[config.mk]
export PLATFORM = sky130hd
export DESIGN_NAME = axis_video_decimator
export DESIGN_NICKNAME = d
export VERILOG_FILES = /design/src/rtl/project_pkg.sv /design/src/rtl/axis_pipe_reg.sv /design/src/rtl/axis_video_decimator.sv
export SDC_FILE = /design/constraint.sdc
export NUM_CORES = 1
export LEC_CHECK = 0
export ABC_CLOCK_PERIOD_IN_PS = 4340
export CAP_MARGIN = 20
export CORE_MARGIN = 3
export CORE_UTILIZATION = 55
export CTS_BUF_LIST = sky130_fd_sc_hd__clkbuf_8
export CTS_CLUSTER_SIZE = 12
export DETAILED_ROUTE_END_ITERATION = 16
export PLACE_DENSITY = 0.83
export SLEW_MARGIN = 20
export SYNTH_ARGS = -nofsm -noshare
export SYNTH_HDL_FRONTEND = slang
export SYNTH_HIERARCHICAL = 1
export SYNTH_SLANG_ARGS = --single-unit
[constraint.sdc]
create_clock -name aclk -period 4.34 [get_ports aclk]
set_input_delay 1.085 -clock aclk [delete_from_list [all_inputs] [get_ports aclk]]
set_output_delay 1.085 -clock aclk [all_outputs]
set_load 0.02 [all_outputs]
[src/rtl/project_pkg.sv]
`default_nettype none
// ============================================================================
// Module   : project_pkg
// Brief    : Shared pixel and frame-count types for the video stream stages.
// Revision : 1.0 - initial release
// ============================================================================
package project_pkg;

    localparam int PIXEL_W     = 16;
    localparam int FRAME_CNT_W = 16;

    typedef logic [PIXEL_W-1:0]     pixel_t;
    typedef logic [FRAME_CNT_W-1:0] frame_cnt_t;

endpackage
`default_nettype wire

[src/rtl/axis_pipe_reg.sv]
`default_nettype none
// ============================================================================
// Module   : axis_pipe_reg
// Brief    : Single-entry valid/ready register slice. The slot can be refilled
//            in the same cycle it drains, so a steady stream sees no bubbles.
// Revision : 1.0 - initial release
// ============================================================================
module axis_pipe_reg #(
    parameter int W = 18
) (
    input  logic         clk,
    input  logic         rst,
    input  logic         i_valid,
    output logic         o_ready,
    input  logic [W-1:0] i_data,
    output logic         o_valid,
    input  logic         i_ready,
    output logic [W-1:0] o_data
);

    logic         r_valid;
    logic [W-1:0] r_data;

    // Free when empty or when the current entry leaves this cycle.
    assign o_ready = !r_valid || i_ready;
    assign o_valid = r_valid;
    assign o_data  = r_data;

    // Load on upstream handshake, otherwise empty on downstream handshake.
    always_ff @(posedge clk) begin
        if (rst) begin
            r_valid <= 1'b0;
            r_data  <= '0;
        end else if (i_valid && o_ready) begin
            r_valid <= 1'b1;
            r_data  <= i_data;
        end else if (i_ready) begin
            r_valid <= 1'b0;
        end
    end

endmodule
`default_nettype wire

[src/rtl/axis_video_decimator.sv]
`default_nettype none
// ============================================================================
// Module   : axis_video_decimator
// Brief    : 2:1 horizontal and vertical decimation of an AXI4-Stream video
//            stream (tuser = start of frame, tlast = end of line), with sticky
//            line/frame structure error flag and output frame counter.
//            Build macro DECIM_AVG_EN: average horizontal pixel pairs on even
//            lines instead of dropping the odd pixel.
// Revision : 1.0 - initial release
// ============================================================================
module axis_video_decimator
    import project_pkg::*;
#(
    parameter int WIDTH  = 640,
    parameter int HEIGTH = 480,
    parameter int DATA_W = PIXEL_W
) (
    input  logic              aclk,
    input  logic              reset,
    input  logic [DATA_W-1:0] s_axis_tdata,
    input  logic              s_axis_tvalid,
    output logic              s_axis_tready,
    input  logic              s_axis_tuser,
    input  logic              s_axis_tlast,
    output logic [DATA_W-1:0] m_axis_tdata,
    output logic              m_axis_tvalid,
    input  logic              m_axis_tready,
    output logic              m_axis_tuser,
    output logic              m_axis_tlast,
    output logic              err_sync,
    output frame_cnt_t        frame_cnt
);

    localparam int c_XW = (WIDTH  > 2) ? $clog2(WIDTH)  : 1;
    localparam int c_YW = (HEIGTH > 2) ? $clog2(HEIGTH) : 1;

    localparam logic [c_XW-1:0] c_X_LAST = c_XW'(WIDTH - 1);
    localparam logic [c_XW-1:0] c_X_PEN  = c_XW'(WIDTH - 2);
    localparam logic [c_YW-1:0] c_Y_LAST = c_YW'(HEIGTH - 1);

    logic [c_XW-1:0]   r_x;
    logic [c_YW-1:0]   r_y;
    logic              r_seen_sof;
    logic              r_err;
    frame_cnt_t        r_frame_cnt;

    logic [c_XW-1:0]   w_x;
    logic [c_YW-1:0]   w_y;
    logic              w_accept;
    logic              w_at_end;
    logic              w_line_end;
    logic              w_len_err;
    logic              w_sof_err;
    logic              w_fwd;
    logic              w_pipe_ready;
    logic [DATA_W-1:0] w_out_data;
    logic              w_out_user;
    logic              w_out_last;
    logic [DATA_W+1:0] w_m_payload;

    // A start-of-frame beat is itself the (0,0) pixel, so it overrides the counters.
    assign w_x        = s_axis_tuser ? '0 : r_x;
    assign w_y        = s_axis_tuser ? '0 : r_y;
    assign w_accept   = s_axis_tvalid && s_axis_tready;
    assign w_at_end   = (w_x == c_X_LAST);
    assign w_line_end = s_axis_tlast || w_at_end;
    // Early tlast and missing tlast are both a tlast/position disagreement.
    assign w_len_err  = (s_axis_tlast != w_at_end);
    // Before the first start of frame the position is meaningless, so no resync error.
    assign w_sof_err  = s_axis_tuser && r_seen_sof && ((r_x != '0) || (r_y != '0));

`ifdef DECIM_AVG_EN
    logic [DATA_W-1:0] r_hold;
    logic              r_hold_user;
    logic [DATA_W:0]   w_sum;

    // Even lines: park the x-even pixel, emit the pair average on the x-odd beat.
    assign w_fwd      = w_x[0] && !w_y[0];
    assign w_sum      = {1'b0, r_hold} + {1'b0, s_axis_tdata};
    assign w_out_data = w_sum[DATA_W:1];
    assign w_out_user = r_hold_user;
    assign w_out_last = w_at_end;

    // Capture the x-even pixel of an even line together with its start-of-frame flag.
    always_ff @(posedge aclk) begin
        if (reset) begin
            r_hold      <= '0;
            r_hold_user <= 1'b0;
        end else if (w_accept && !w_x[0] && !w_y[0]) begin
            r_hold      <= s_axis_tdata;
            r_hold_user <= (w_x == '0) && (w_y == '0);
        end
    end
`else
    // Keep only the even-x pixels of even lines.
    assign w_fwd      = !w_x[0] && !w_y[0];
    assign w_out_data = s_axis_tdata;
    assign w_out_user = (w_x == '0) && (w_y == '0);
    assign w_out_last = (w_x == c_X_PEN);
`endif

    // Dropped beats never wait; kept beats wait for a free output slot.
    assign s_axis_tready = !reset && (!w_fwd || w_pipe_ready);

    // Track pixel position, sticky structure error and completed frames.
    always_ff @(posedge aclk) begin
        if (reset) begin
            r_x         <= '0;
            r_y         <= '0;
            r_seen_sof  <= 1'b0;
            r_err       <= 1'b0;
            r_frame_cnt <= '0;
        end else if (w_accept) begin
            if (s_axis_tuser) begin
                r_seen_sof <= 1'b1;
            end
            if (w_len_err || w_sof_err) begin
                r_err <= 1'b1;
            end
            if (w_line_end) begin
                r_x <= '0;
                if (w_y == c_Y_LAST) begin
                    r_y         <= '0;
                    r_frame_cnt <= r_frame_cnt + 1'b1;
                end else begin
                    r_y <= w_y + 1'b1;
                end
            end else begin
                r_x <= w_x + 1'b1;
                r_y <= w_y;
            end
        end
    end

    axis_pipe_reg #(
        .W (DATA_W + 2)
    ) u_out_reg (
        .clk     (aclk),
        .rst     (reset),
        .i_valid (s_axis_tvalid && w_fwd),
        .o_ready (w_pipe_ready),
        .i_data  ({w_out_data, w_out_user, w_out_last}),
        .o_valid (m_axis_tvalid),
        .i_ready (m_axis_tready),
        .o_data  (w_m_payload)
    );

    assign {m_axis_tdata, m_axis_tuser, m_axis_tlast} = w_m_payload;
    assign err_sync  = r_err;
    assign frame_cnt = r_frame_cnt;

endmodule
`default_nettype wire

Word level (Yosys, flattened, before mapping)
Index checks and enable logic that the tools add are counted.
{"block": "classes", "n_addsub": 3, "mul": 0, "div_mod_pow": 0, "order_cmp": 0, "n_eq_ne": 4, "shift": 0, "muxes": 7, "bitwise_logic": 0, "n_reduce_logical": 26}
{"op": "9-bit two-way mux", "count": 3}
{"op": "10-bit == test (second input constant)", "count": 2}
{"op": "10-bit two-way mux", "count": 2}
{"op": "16-bit by 1-bit adder with 16-bit output (second input constant)", "count": 1}
{"op": "10-bit by 1-bit adder with 10-bit output (second input constant)", "count": 1}
{"op": "10-bit zero test", "count": 1}
{"op": "10-bit nonzero test", "count": 1}
{"op": "9-bit by 1-bit adder with 9-bit output (second input constant)", "count": 1}
{"op": "9-bit == test (second input constant)", "count": 1}
{"op": "9-bit zero test", "count": 1}
{"op": "9-bit nonzero test", "count": 1}
{"op": "1-bit logical AND", "count": 8}
{"op": "1-bit zero test", "count": 5}
{"op": "1-bit logical OR", "count": 5}
{"op": "2-bit AND reduction", "count": 2}
{"op": "3-bit AND reduction", "count": 1}
{"op": "1-bit two-way mux", "count": 2}
{"op": "2-bit nonzero test", "count": 1}
{"op": "1-bit inequality test", "count": 1}
{"block": "word_totals", "regBits": 56, "latchBits": 0, "mem_bits_rw": 0, "mem_bits_ro": 0, "input_bits": 22, "output_inout_bits": 37, "elab_cells": 47, "memories": 0}

Depth between registers and ports, before layout
{"block": "logic_depth", "word_depth": 8, "ltp_mapped": 12, "mapped_depth_nobuf": 10}

Cells and area by module
The synthesis kept the hierarchy.
{"mod": "axis_video_decimator", "instances": 1, "cells_each": 283, "area_per_inst_um2": 2263.4, "seq_area_each_um2": 740.7}
{"mod": "axis_pipe_reg", "instances": 1, "cells_each": 86, "area_per_inst_um2": 991.0, "seq_area_each_um2": 380.4}

Worst setup path after synthesis
OpenSTA, ideal clock, no wires.
{"block": "synth_timing", "path_type": "input-to-reg", "startpoint": "input s_axis_tuser", "endpoint": "register r_frame_cnt[13], in the netlist frame_cnt[13]", "setup_ps": 70, "t_arrival_ps": 3569, "t_required_ps": 4270, "path_slack_ps": 701, "stages": 11, "n_path_buf": 2, "path_cell_list": "clkbuf_1 > nor2b_1 > ha_1 > and4b_1 > nand4_1 > ha_1 > and4bb_1 > buf_4 > nand4_1 > or4_1 > a21oi_1"}
{"block": "synth_via", "elab_chain_cells": 8, "word_cells_on_any_way": 13, "classes_between": "2 x eq/ne; 2 x mux; 9 x reduce/logical"}
{"item": "start: declaration", "line": "axis_video_decimator.sv:23", "text": "input logic s_axis_tuser,"}
{"item": "10-bit two-way mux / 9-bit two-way mux (equally long branches)", "line": "axis_video_decimator.sv:62, axis_video_decimator.sv:63"}
{"item": "1-bit zero test", "line": "axis_video_decimator.sv:96", "text": "assign w_fwd = !w_x[0] && !w_y[0];"}
{"item": "1-bit logical AND", "line": "axis_video_decimator.sv:96"}
{"item": "1-bit zero test", "line": "axis_video_decimator.sv:103", "text": "assign s_axis_tready = !reset && (!w_fwd || w_pipe_ready);"}
{"item": "1-bit logical OR", "line": "axis_video_decimator.sv:103"}
{"item": "1-bit logical AND", "line": "axis_video_decimator.sv:103"}
{"item": "1-bit logical AND", "line": "axis_video_decimator.sv:64", "text": "assign w_accept = s_axis_tvalid && s_axis_tready;"}
{"item": "3-bit AND reduction (no line) *"}
{"item": "end signal: assignment", "line": "axis_video_decimator.sv:124", "text": "r_frame_cnt <= r_frame_cnt + 1'b1;"}
{"item": "end: declaration", "line": "axis_video_decimator.sv:45", "text": "frame_cnt_t r_frame_cnt;"}
Every way passes the cells marked *; elsewhere a longest branch is shown, timed or not.
A chain may end at the register's enable or synchronous reset.

Worst setup path after layout
Same ends and word-level chain as after synthesis.

==> impl_metrics.yaml <==
yosys:
  yosys_warnings: 6
  synth_cell_types: 63
  yosysSeqAreaShare: 0.3445
  synth_edf_count: 0
  synthesis.area_mm2: 0.003254
  ys_ff_latch: 56
  synth.avg_cell_area_um2: 8.819
  syn-num-nets: 397
  synthCells: 369
  async_flop_share: 0
  synthFlopType: "dfxtp_1"
power_and_ir_drop:
  power_w: 0.001056
  p_int_w: 0.0007870
  p_clk_frac: 0.345
  swShare: 0.2550
  p_seq_frac: 0.507
  ir_drop_mv: 0.1623
  p_switching_w: 0.0002693
  power_density_mw_per_mm2: 271.4
  power_frac_comb: 0.148
  p_leak_nw: 1.313
grt:
  overflow: 0
  grt_pass1_vias: 2817
  antenna_found_initial: 0
  groute.usage.overall: 0.2214
  grt_pass1_wl_um: 13120
  grt_max_degree: 59
sta:
  max_freq_mhz: 256.5
  fin_crit_sh: 0.8982
  relSlewSlack: 0.5316
  tns_ns: 0
  rsz0062_at_grt: "no"
  drv_slew: 0
  final-hold-violation-count: 0
  setup_viol: 0
  whs_ns: 0.4914
  fin_skew_ns: 0.01332
  fin_crit_ns: 3.898
  worst_slew_pin_slew_ns: 0.7027
clock_tree:
  numCtsBuffers: 5
  htree_levels: 2
  postCtsHoldBufs: 0
  cts_resized: 0
  cts.sinks: 56
  cts-root-buf: "clkbuf_8"
  cts_tree: "yes"
  insertion_delay_ns: 0.31
  post-cts-setup-buffers: 0
  clk_pin_slew_ns: 0.11
  clockBufferDepth: 2
route:
  wl_met1_um: 3401
  wl_met2_um: 3767
  drt_iter0_drc: 193
  wl_per_cell_um: 15.67
  drt_pass1_iterations: 4
  antenna_violating_nets_post_route: 0
  vias_per_cell: 6.119
  top_layer_used: "met4"
  drc_errors: 0
  drt_wl_total_um: 7629
  dr_wl_met3_um: 363
  vias: 2980
worst_setup_path:
  critical_path.max_stage_delay_ns: 0.54
  critical_path_class: "input pin to flip-flop"
  start_kind: "input pin"
  arrival_ns: 4.15
  cp_slowest_cell: "or4_1"
  crit_chain: "clkdlybuf4s50_1 -> nand2b_1 -> inv_1 -> ha_1 -> and4b_1 -> nand4_1 -> ha_1 -> and4bb_1 -> nand4_1 -> or4_1 -> a21oi_1"
  regToRegEndpoint: "frame_cnt[13]$_SDFFE_PP0P_"
  r2r_slack_ns: 1.22
  crit_fanout: 10
  cp_top_family: "simple AND/OR/NAND/NOR gates"
  reg2regPathDepth: 10
  cp-end-kind: "flip-flop"
  crit_required_ns: 4.59
  crit_start: "s_axis_tuser"
  worst-path-stages: 11
  crit_end: "frame_cnt[13]$_SDFFE_PP0P_"
  cp_num_buf_inv: 2
  r2r_start: "r_x[0]$_SDFFE_PP0N_"
die:
  design.core.area_mm2: 0.005608
  num_rows: 27
  die-area_mm2: 0.006876
  io_pins: 59
  dieHeight_um: 82.92
  start_util: 0.5803
  dieWidth_um: 82.92
final_layout:
  final_layout_size_suffix_gt1_frac: 0.1229
  syn_to_final_growth_pct: 19.61
  diodes: 0
  layout.cells.non_filler: 487
  nets: 442
  fin_area_mm2: 0.003892
run_status:
  outcome: "finished, final reports clean"
min_path:
  hold_class: "flip-flop to flip-flop"
placed_design:
  hpwl_um: 5250
  port_buffers: 58
  gp_congestion: 0.9267
  dpl_cell_area_mm2: 0.003771
  dp.cells: 479
job:
  drv_cap: 0
## sequential cells by signal, indices dropped and copies added (netlist names)
signal,cells
err_sync,1
frame_cnt,16
r_seen_sof,1
r_x,10
r_y,9
u_out_reg/o_data,18
u_out_reg/o_valid,1
## power by group through the flow
stage	clock network (W)	logic [W]	registers, W
after floorplan	0	0.0000897	0.000560
after global routing	0.000391	0.000168	0.000538
final	0.000364	0.000156	0.000536
after CTS	0.000372	0.000156	0.000536
after detailed placement	0	0.000155	0.000547
after global placement	0	0.000153	0.000547
## final cells by class
class                   instances  area, µm²
repair buffers                 67      643.1
clock inverters                 2      38.79
multi-input cells             273       1876
fillers                       458       1715
well taps                      72      90.09
inverters                      11      41.29
clock buffers                   6      82.58
flip-flops and latches         56       1121
## cell usage after synthesis (2+ instances only)
library cell / count / area, µm²
nand4_1: 11 / 68.82
and3_1: 2 / 12.51
or3_1: 6 / 37.54
and2_1: 5 / 31.28
nor2b_1: 4 / 25.02
nor3_1: 3 / 15.01
and4b_1: 2 / 20.02
a31oi_1: 6 / 37.54
a21bo_1: 18 / 180.2
o21ai_1: 3 / 15.01
o21ai_0: 14 / 70.07
o21a_1: 2 / 15.01
ha_1: 6 / 75.07
xor2_1: 2 / 17.52
and4_1: 4 / 35.03
o211ai_1: 3 / 22.52
nand4b_1: 3 / 26.28
buf_6: 5 / 56.30
nand2b_1: 3 / 18.77
nor2_1: 10 / 37.54
nand2_1: 23 / 86.33
dfxtp_1: 56 / 1121
clkbuf_1: 9 / 33.78
buf_4: 5 / 37.54
a21oi_2: 18 / 157.7
nand3_2: 8 / 80.08
clkbuf_8: 2 / 27.53
nand3_1: 21 / 105.1
buf_2: 4 / 20.02
a21oi_1: 35 / 175.2
nor4_1: 6 / 37.54
o31ai_1: 12 / 90.09
or4_1: 17 / 127.6
inv_1: 11 / 41.29
and2b_1: 2 / 15.01
## worst reg2reg max path, delay by kind of cell, from the launching register on
family	cells	cell delay, ns
and+or+nand+nor	6	1.88
DFF	1	0.50
adders and majority gates	2	0.44
AOI/OAI and AO/OA	1	0.15
buffers and inverters	1	0.10
## per-layer routing
layer  up-vias  global-route usage
li1       1485                   -
met1      1394              0.2911
met2        90              0.3739
met3        11             0.03373
met4         0             0.06686
met5         -                   0
## logic make-up (layout without fill, tap and decap cells)
kind of cell,Yosys count,after routing,share of synthesized area
AOI/OAI and AO/OA,128,128,0.2857
xor gates and xnor gates,2,2,0.005384
adders and majority gates,6,6,0.02307
buffers and inverters,40,86,0.07997
DFF,56,56,0.3445
muxes,1,1,0.003076
and+or+nand+nor,136,136,0.2584
## stage by stage
stage	setup WS (ns)	util
floorplan	0.7008	-
global placement	0.2651	0.6725
detailed placement	0.1494	0.6725
CTS	0.4685	0.6941
global route	0.1913	0.6941
finish	0.4417	0.6941
## cell usage in the layout, fill, tap and decap left out, types with 5 or more instances in the layout
cell type        instances
nand3_1                 21
ha_1                     6
nor4_1                   6
buf_4                    9
a21oi_1                 35
o31ai_1                 12
or3_1                    6
nor2_1                   9
nand2_1                 23
clkdlybuf4s50_1         57
dfxtp_1                 56
and2_1                   5
nand4_1                 11
a31oi_1                  6
a21oi_2                 18
nand3_2                  8
inv_1                   11
o21ai_0                 14
or4_1                   17
clkbuf_8                 6
a21bo_1                 18
## worst min-delay path by stage
stage / depth (start not counted) / endpoint / startpoint / slack (ns)
2_1_floorplan: 2 / r_seen_sof$_SDFFE_PP0P_ / r_seen_sof$_SDFFE_PP0P_ / 0.44
3_3_place_gp: 2 / r_seen_sof$_SDFFE_PP0P_ / r_seen_sof$_SDFFE_PP0P_ / 0.46
3_5_place_dp: 2 / frame_cnt[15]$_SDFFE_PP0P_ / frame_cnt[15]$_SDFFE_PP0P_ / 0.48
4_1_cts: 2 / frame_cnt[15]$_SDFFE_PP0P_ / frame_cnt[15]$_SDFFE_PP0P_ / 0.49
5_1_grt: 2 / frame_cnt[15]$_SDFFE_PP0P_ / frame_cnt[15]$_SDFFE_PP0P_ / 0.52
6_report: 2 / frame_cnt[15]$_SDFFE_PP0P_ / frame_cnt[15]$_SDFFE_PP0P_ / 0.49
Power figures use the tool's default switching activity.
